`config.mk`:
```
export PLATFORM = sky130hd
export DESIGN_NAME = fir_ctrl_fsm
export DESIGN_NICKNAME = d
export VERILOG_FILES = /design/src/rtl/fir_ctrl_fsm.sv
export SDC_FILE = /design/constraint.sdc
export NUM_CORES = 1
export LEC_CHECK = 0
export ABC_AREA = 0
export BUFFER_PORTS_ARGS = -buffer_cell sky130_fd_sc_hd__buf_2
export CAP_MARGIN = 20
export CORE_MARGIN = 2
export CORE_UTILIZATION = 49
export CTS_CLUSTER_DIAMETER = 30
export DETAILED_ROUTE_END_ITERATION = 7
export PLACE_DENSITY = 0.73
export SYNTH_ARGS = -nofsm -noshare
export SYNTH_HDL_FRONTEND = slang
export SYNTH_SLANG_ARGS = --single-unit
export TNS_END_PERCENT = 20
```
`constraint.sdc`:
```
create_clock -name clk_b -period 1.41 [get_ports clk_b]
set_input_delay 0.2115 -clock clk_b [delete_from_list [all_inputs] [get_ports clk_b]]
set_output_delay 0.2115 -clock clk_b [all_outputs]
set_load 0.03 [all_outputs]
```
`src/rtl/fir_ctrl_fsm.sv`:
```
`default_nettype none
// ============================================================================
// Module   : fir_ctrl_fsm
// Brief    : FIR control FSM. It writes samples to the circular buffer and
//            sequences the tap addresses and accumulator controls.
//            Optional macro FIR_OVERRUN_EN adds a sticky overrun output.
// Revision : 1.0
// ============================================================================
module fir_ctrl_fsm #(
  parameter int  N_TAPS  = 16,
  parameter int  MUL_LAT = 1,
  localparam int ADDR_W  = $clog2(N_TAPS)
) (
  input  logic              clk_b,
  input  logic              rst,
  input  logic              probka_valid,
  output logic              probka_ready,
  output logic              FSM_zapis_probki,
  output logic [ADDR_W-1:0] adres_probki,
  output logic [ADDR_W-1:0] adres_wsp,
  output logic              FSM_reset_Acc,
  output logic              FSM_Acc_en,
  output logic              FSM_Acc_zapis,
  output logic              busy,
  output logic              probka_gotowa
`ifdef FIR_OVERRUN_EN
  ,
  output logic              overrun
`endif
);

  localparam int              c_ADDR_X     = ADDR_W + 1;
  localparam logic [ADDR_W-1:0] c_K_LAST   = ADDR_W'(N_TAPS - 1);
  localparam logic [ADDR_W:0]   c_NTAPS_X  = c_ADDR_X'(N_TAPS);
  localparam logic [2:0]        c_DRN_LAST = 3'(MUL_LAT - 1);

  typedef enum logic [2:0] {
    S_IDLE  = 3'd0,
    S_CLR   = 3'd1,
    S_RUN   = 3'd2,
    S_DRAIN = 3'd3,
    S_SAVE  = 3'd4,
    S_DONE  = 3'd5
  } state_t;

  state_t            r_state;
  logic [ADDR_W-1:0] r_k;
  logic [ADDR_W-1:0] r_wr_ptr;
  logic [2:0]        r_dcnt;
  logic              r_ready;
  logic              r_busy;
  logic              r_clr;
  logic              r_save;
  logic              r_done;

  logic              w_accept;
  logic              w_run;
  logic [ADDR_W:0]   w_rd_ext;
  logic [ADDR_W-1:0] w_rd_addr;
  logic [ADDR_W-1:0] w_wr_next;

  assign w_accept = r_ready & probka_valid;
  assign w_run    = (r_state == S_RUN);

  // Explicit modular subtraction so non-power-of-two tap counts wrap correctly.
  assign w_rd_ext  = (r_wr_ptr >= r_k) ? ({1'b0, r_wr_ptr} - {1'b0, r_k})
                                       : ({1'b0, r_wr_ptr} + c_NTAPS_X - {1'b0, r_k});
  assign w_rd_addr = w_rd_ext[ADDR_W-1:0];
  assign w_wr_next = (r_wr_ptr == c_K_LAST) ? '0 : r_wr_ptr + 1'b1;

  always_ff @(posedge clk_b or posedge rst) begin
    if (rst) begin
      r_state  <= S_IDLE;
      r_k      <= '0;
      r_wr_ptr <= '0;
      r_dcnt   <= '0;
      r_ready  <= 1'b1;
      r_busy   <= 1'b0;
      r_clr    <= 1'b0;
      r_save   <= 1'b0;
      r_done   <= 1'b0;
    end else begin
      r_clr  <= 1'b0;
      r_save <= 1'b0;
      r_done <= 1'b0;
      case (r_state)
        S_IDLE: begin
          if (probka_valid) begin
            r_state <= S_CLR;
            r_ready <= 1'b0;
            r_busy  <= 1'b1;
            r_clr   <= 1'b1;
          end
        end
        S_CLR: begin
          r_k     <= '0;
          r_state <= S_RUN;
        end
        S_RUN: begin
          if (r_k == c_K_LAST) begin
            if (MUL_LAT == 0) begin
              r_state <= S_SAVE;
              r_save  <= 1'b1;
            end else begin
              r_state <= S_DRAIN;
              r_dcnt  <= '0;
            end
          end else begin
            r_k <= r_k + 1'b1;
          end
        end
        S_DRAIN: begin
          if (r_dcnt == c_DRN_LAST) begin
            r_state <= S_SAVE;
            r_save  <= 1'b1;
          end else begin
            r_dcnt <= r_dcnt + 1'b1;
          end
        end
        S_SAVE: begin
          r_state <= S_DONE;
          r_done  <= 1'b1;
        end
        S_DONE: begin
          r_state  <= S_IDLE;
          r_wr_ptr <= w_wr_next;
          r_ready  <= 1'b1;
          r_busy   <= 1'b0;
        end
        default: begin
          r_state <= S_IDLE;
          r_ready <= 1'b1;
          r_busy  <= 1'b0;
        end
      endcase
    end
  end

  // The valid pipe mirrors the multiplier latency so accumulation lines up with data.
  generate
    if (MUL_LAT == 0) begin : g_lat0
      assign FSM_Acc_en = w_run;
    end else begin : g_pipe
      logic [MUL_LAT-1:0] r_vpipe;
      always_ff @(posedge clk_b or posedge rst) begin
        if (rst) begin
          r_vpipe <= '0;
        end else begin
          r_vpipe <= MUL_LAT'({r_vpipe, w_run});
        end
      end
      assign FSM_Acc_en = r_vpipe[MUL_LAT-1];
    end
  endgenerate

  always_comb begin
    adres_wsp    = '0;
    adres_probki = w_rd_addr;
    if (r_state == S_IDLE) begin
      adres_probki = r_wr_ptr;
    end else if ((r_state == S_RUN) || (r_state == S_DRAIN)) begin
      adres_wsp = r_k;
    end
  end

  assign probka_ready     = r_ready;
  assign busy             = r_busy;
  assign FSM_zapis_probki = w_accept;
  assign FSM_reset_Acc    = r_clr;
  assign FSM_Acc_zapis    = r_save;
  assign probka_gotowa    = r_done;

`ifdef FIR_OVERRUN_EN
  logic r_overrun;
  always_ff @(posedge clk_b or posedge rst) begin
    if (rst) begin
      r_overrun <= 1'b0;
    end else if (w_accept && r_overrun) begin
      r_overrun <= 1'b0;
    end else if (probka_valid && r_busy) begin
      r_overrun <= 1'b1;
    end
  end
  assign overrun = r_overrun;
`endif

endmodule
`default_nettype wire

```
==> summary.md <==
| Metric | Value |
|---|---|
| R2R cell count | `7` |
| Global route overflow | `0` |
| CP startpoint | `r_k[1]$_DFFE_PP0P_` |
| Mapped Cells | `127` |
| Root buffer cell | `clkbuf_4` |
| PortBufs | `17` |
| Flops & latches, synth | `20` |
| Initial antenna violation count | `0` |
| Worst-path cell chain | `inv_2 > ha_1 > nand3b_1 > and3_4 > o21ai_4 > xnor2_4 > buf_6` |
| Outcome | `finished with violations` |
| Seq/Total Area, Yosys | `42.9%` |
| Worst Path Required | `1.20 ns` |
| Ys async rst share | `100%` |
| Cell area after layout | `1750 um2` |
| Min-Delay Path Depth | `2` |
| Setup Skew | `0.00867 ns` |
| Pwr dens | `2760 nW/um2` |
| Critical path class | `flop to output pin` |
| Mapped Area | `1170 um2` |
| Slowest cell on crit path | `dfrtp_1` |
| Core area | `2230 um2` |
| Most frequent cell after synthesis | `dfrtp_1` |
| Critical path data arrival time | `1.80 ns` |
| Final nets | `182` |
| Hold path start | `probka_valid` |
| CP max FO | `2` |
| Layout cell share with drive strength beyond 1 | `45.9%` |
| List of most frequent post-synthesis cells | `19 x dfrtp_1, 13 x nor2_1, 12 x a21oi_1, 11 x nand2_1, 9 x inv_1` |
| Post-layout min period | `2.01 ns` |
| Clk buf depth | `2` |
| Io pins | `18` |
| Die ar. | `2790 um2` |
| H-tree levels | `1` |
| Layout area overhead | `49.2%` |
| Synthesized area per cell | `9.21 um2` |
| DIE WIDTH | `52.9 um` |
| Fmax | `498 MHz` |
| CTS tree | `done` |
| Antenna cells | `0` |
| Worst Tran Pin Value | `0.300 ns` |
| Element type at the critical path end | `output pin` |
| Area contributors post-synth | `dfrtp_1 41%, ha_1 7.5%, a21oi_1 5.1%` |
| Multi-input gate area | `753 um2` |
| FP Rows | `17` |
| CP peak stage delay | `0.39 ns` |
| Routed len/inst | `14.7 um` |
| Worst vdd ir | `0.00253 V` |
| Mapped Nets | `138` |
| Utilization after layout | `78.2%` |
| CTS buffer count | `3` |
| Vias in the first global route | `1,140` |
| Worst path top cell family by delay | `flip-flops` |
| Max cap viols | `0` |
| Setup Viol. Count Final | `13` |
| Leak | `0.828 nW` |
| FF/Latch Area | `502 um2` |
| Fillers | `153` |
| CP Launch Type | `flop` |
| Max-slew violations | `0` |
| Area leader, netlist | `dfrtp_1` |
| R2r startpoint | `r_k[1]$_DFFE_PP0P_` |
| Min Hold Slack | `0.160 ns` |
| DP HPWL | `1920 um` |
| Slew HR | `79.8%` |
| Clk slew on worst S/H paths | `0.12 ns` |
| Distinct cell type count after synthesis | `37` |
| Failing checks | `setup timing` |
| Hold Vio Cnt, Final | `0` |
| Synth Flop Type | `dfrtp_1` |
| Die H | `52.9 um` |
| Top-area cell type share of the netlist area | `40.6%` |
| Pin count of the biggest net entering global routing | `21` |
| Hold Crit Class | `input port to flop` |
| First-pass GRT wire length | `4910 um` |
| Tcrit/Tclk final | `142%` |
| CTS sink count | `20` |
| Final Wtd Congestion | `0.787` |
| Vias after detailed routing | `1,076` |
| R2R Setup Slk | `-0.19 ns` |
| Yosys warns | `0` |
| RSZ-0062 raised after global routing | `true` |
| CP Depth | `7` |
| Worst-Skew Late Latency | `0.31 ns` |
| Setup TNS | `-3.38 ns` |
| DRC viols | `0` |
| Post-Route WL | `2920 um` |
| All-layer global routing usage | `24.3%` |
| Placed Instance Area | `1520 um2` |
| Drt pass-1 iters | `4` |
| Initial Utilization | `52.4%` |
| Initial DRC count | `9` |
| Via-per-instance ratio | `5.43` |
| ANT nets after route | `0` |
| Post-synth EDFFs | `0` |
| PnR worst setup slack | `-0.598 ns` |
| Buf+Inv Stages, Crit Path | `2` |
-- power breakdown --
group          internal, mW  switching, mW  leakage [nW]
combinational          1.71           1.86         0.547
clock                 0.158          0.189        0.0210
sequential            0.768          0.130         0.260
-- final timing paths --
check,to
max in group asynchronous,probka_ready$_DFFE_PP1P_
hold reg to reg,r_dcnt[1]$_DFFE_PP0P_
setup reg to reg,r_k[2]$_DFFE_PP0P_
min in group asynchronous,r_state[0]$_DFFE_PP0P_
hold / removal,FSM_reset_Acc$_DFF_PP0_
setup / recovery,adres_probki[3]
-- routing by layer --
layer / track usage (%) / up-vias / wire length [um] / part of all wire (%)
met5: 0 / - / 0 / 0
met4: 9.40 / 0 / 32 / 1.1
met3: 3.39 / 4 / 57 / 2.0
met2: 45.2 / 18 / 1610 / 55
met1: 27.7 / 532 / 1220 / 42
li1: - / 522 / - / -
-- worst register-to-register path, delay by kind of cell, from the launching register on --
family | cells | cell delay [ns]
simple gates | 3 | 0.59
flops | 1 | 0.39
buf+inv | 2 | 0.22
fa+ha+maj | 1 | 0.15
compound gates | 1 | 0.15
-- per-stage QoR --
stage / instances / total power [mW] / setup slack (ns)
CTS: 196 / 4.62 / -0.573
detailed placement: 191 / 3.78 / -0.327
global placement: 191 / 3.69 / -0.280
finish: 198 / 4.82 / -0.598
global route: 198 / 5.14 / -0.684
floorplan: 127 / 2.95 / -0.182
-- state kept, by name, indices dropped and copies added (netlist names) --
name / cells
r_k: 4
probka_ready: 1
r_dcnt: 3
probka_gotowa: 1
r_state: 3
busy: 1
r_wr_ptr: 4
FSM_reset_Acc: 1
FSM_Acc_en: 1
FSM_Acc_zapis: 1
-- layout by cell type, fill, tap and decap left out, types with 4 or more instances in the layout --
| master | netlist | layout |
|---|---|---|
| a21oi_1 | 12 | 7 |
| nor2_1 | 13 | 13 |
| inv_2 | 0 | 4 |
| buf_6 | 1 | 16 |
| ha_1 | 7 | 4 |
| buf_2 | 2 | 9 |
| nand2_1 | 11 | 9 |
| o21ai_0 | 6 | 6 |
| inv_1 | 9 | 5 |
| buf_4 | 1 | 20 |
| dfrtp_1 | 19 | 19 |
-- kinds of logic after synthesis --
logic type | after synthesis | share of synthesized area, %
and+or+nand+nor | 49 | 22.2
DFF | 20 | 42.9
AOI/OAI and AO/OA | 27 | 13.8
buffers and inverters | 16 | 6.31
adders and majority gates | 8 | 9.20
muxes | 2 | 1.82
xor gates and xnor gates | 5 | 3.74
-- repair_timing --
item                                   CTS  global route
gates resized for setup                 35             7
pin swaps                               11             9
buffers inserted                         0             2
hold buffers                             1             0
setup endpoints to repair               15            17
endpoints found under the hold margin   19             0
-- layout make-up --
type	count	area share (%)
sequential	20	28.7
clock buffer	4	2.08
multi-input combinational	91	43.2
tap	28	2.01
inverter	9	1.94
timing repair buffer	46	22.1
Note: power is estimated with default switching activity, not from simulation.
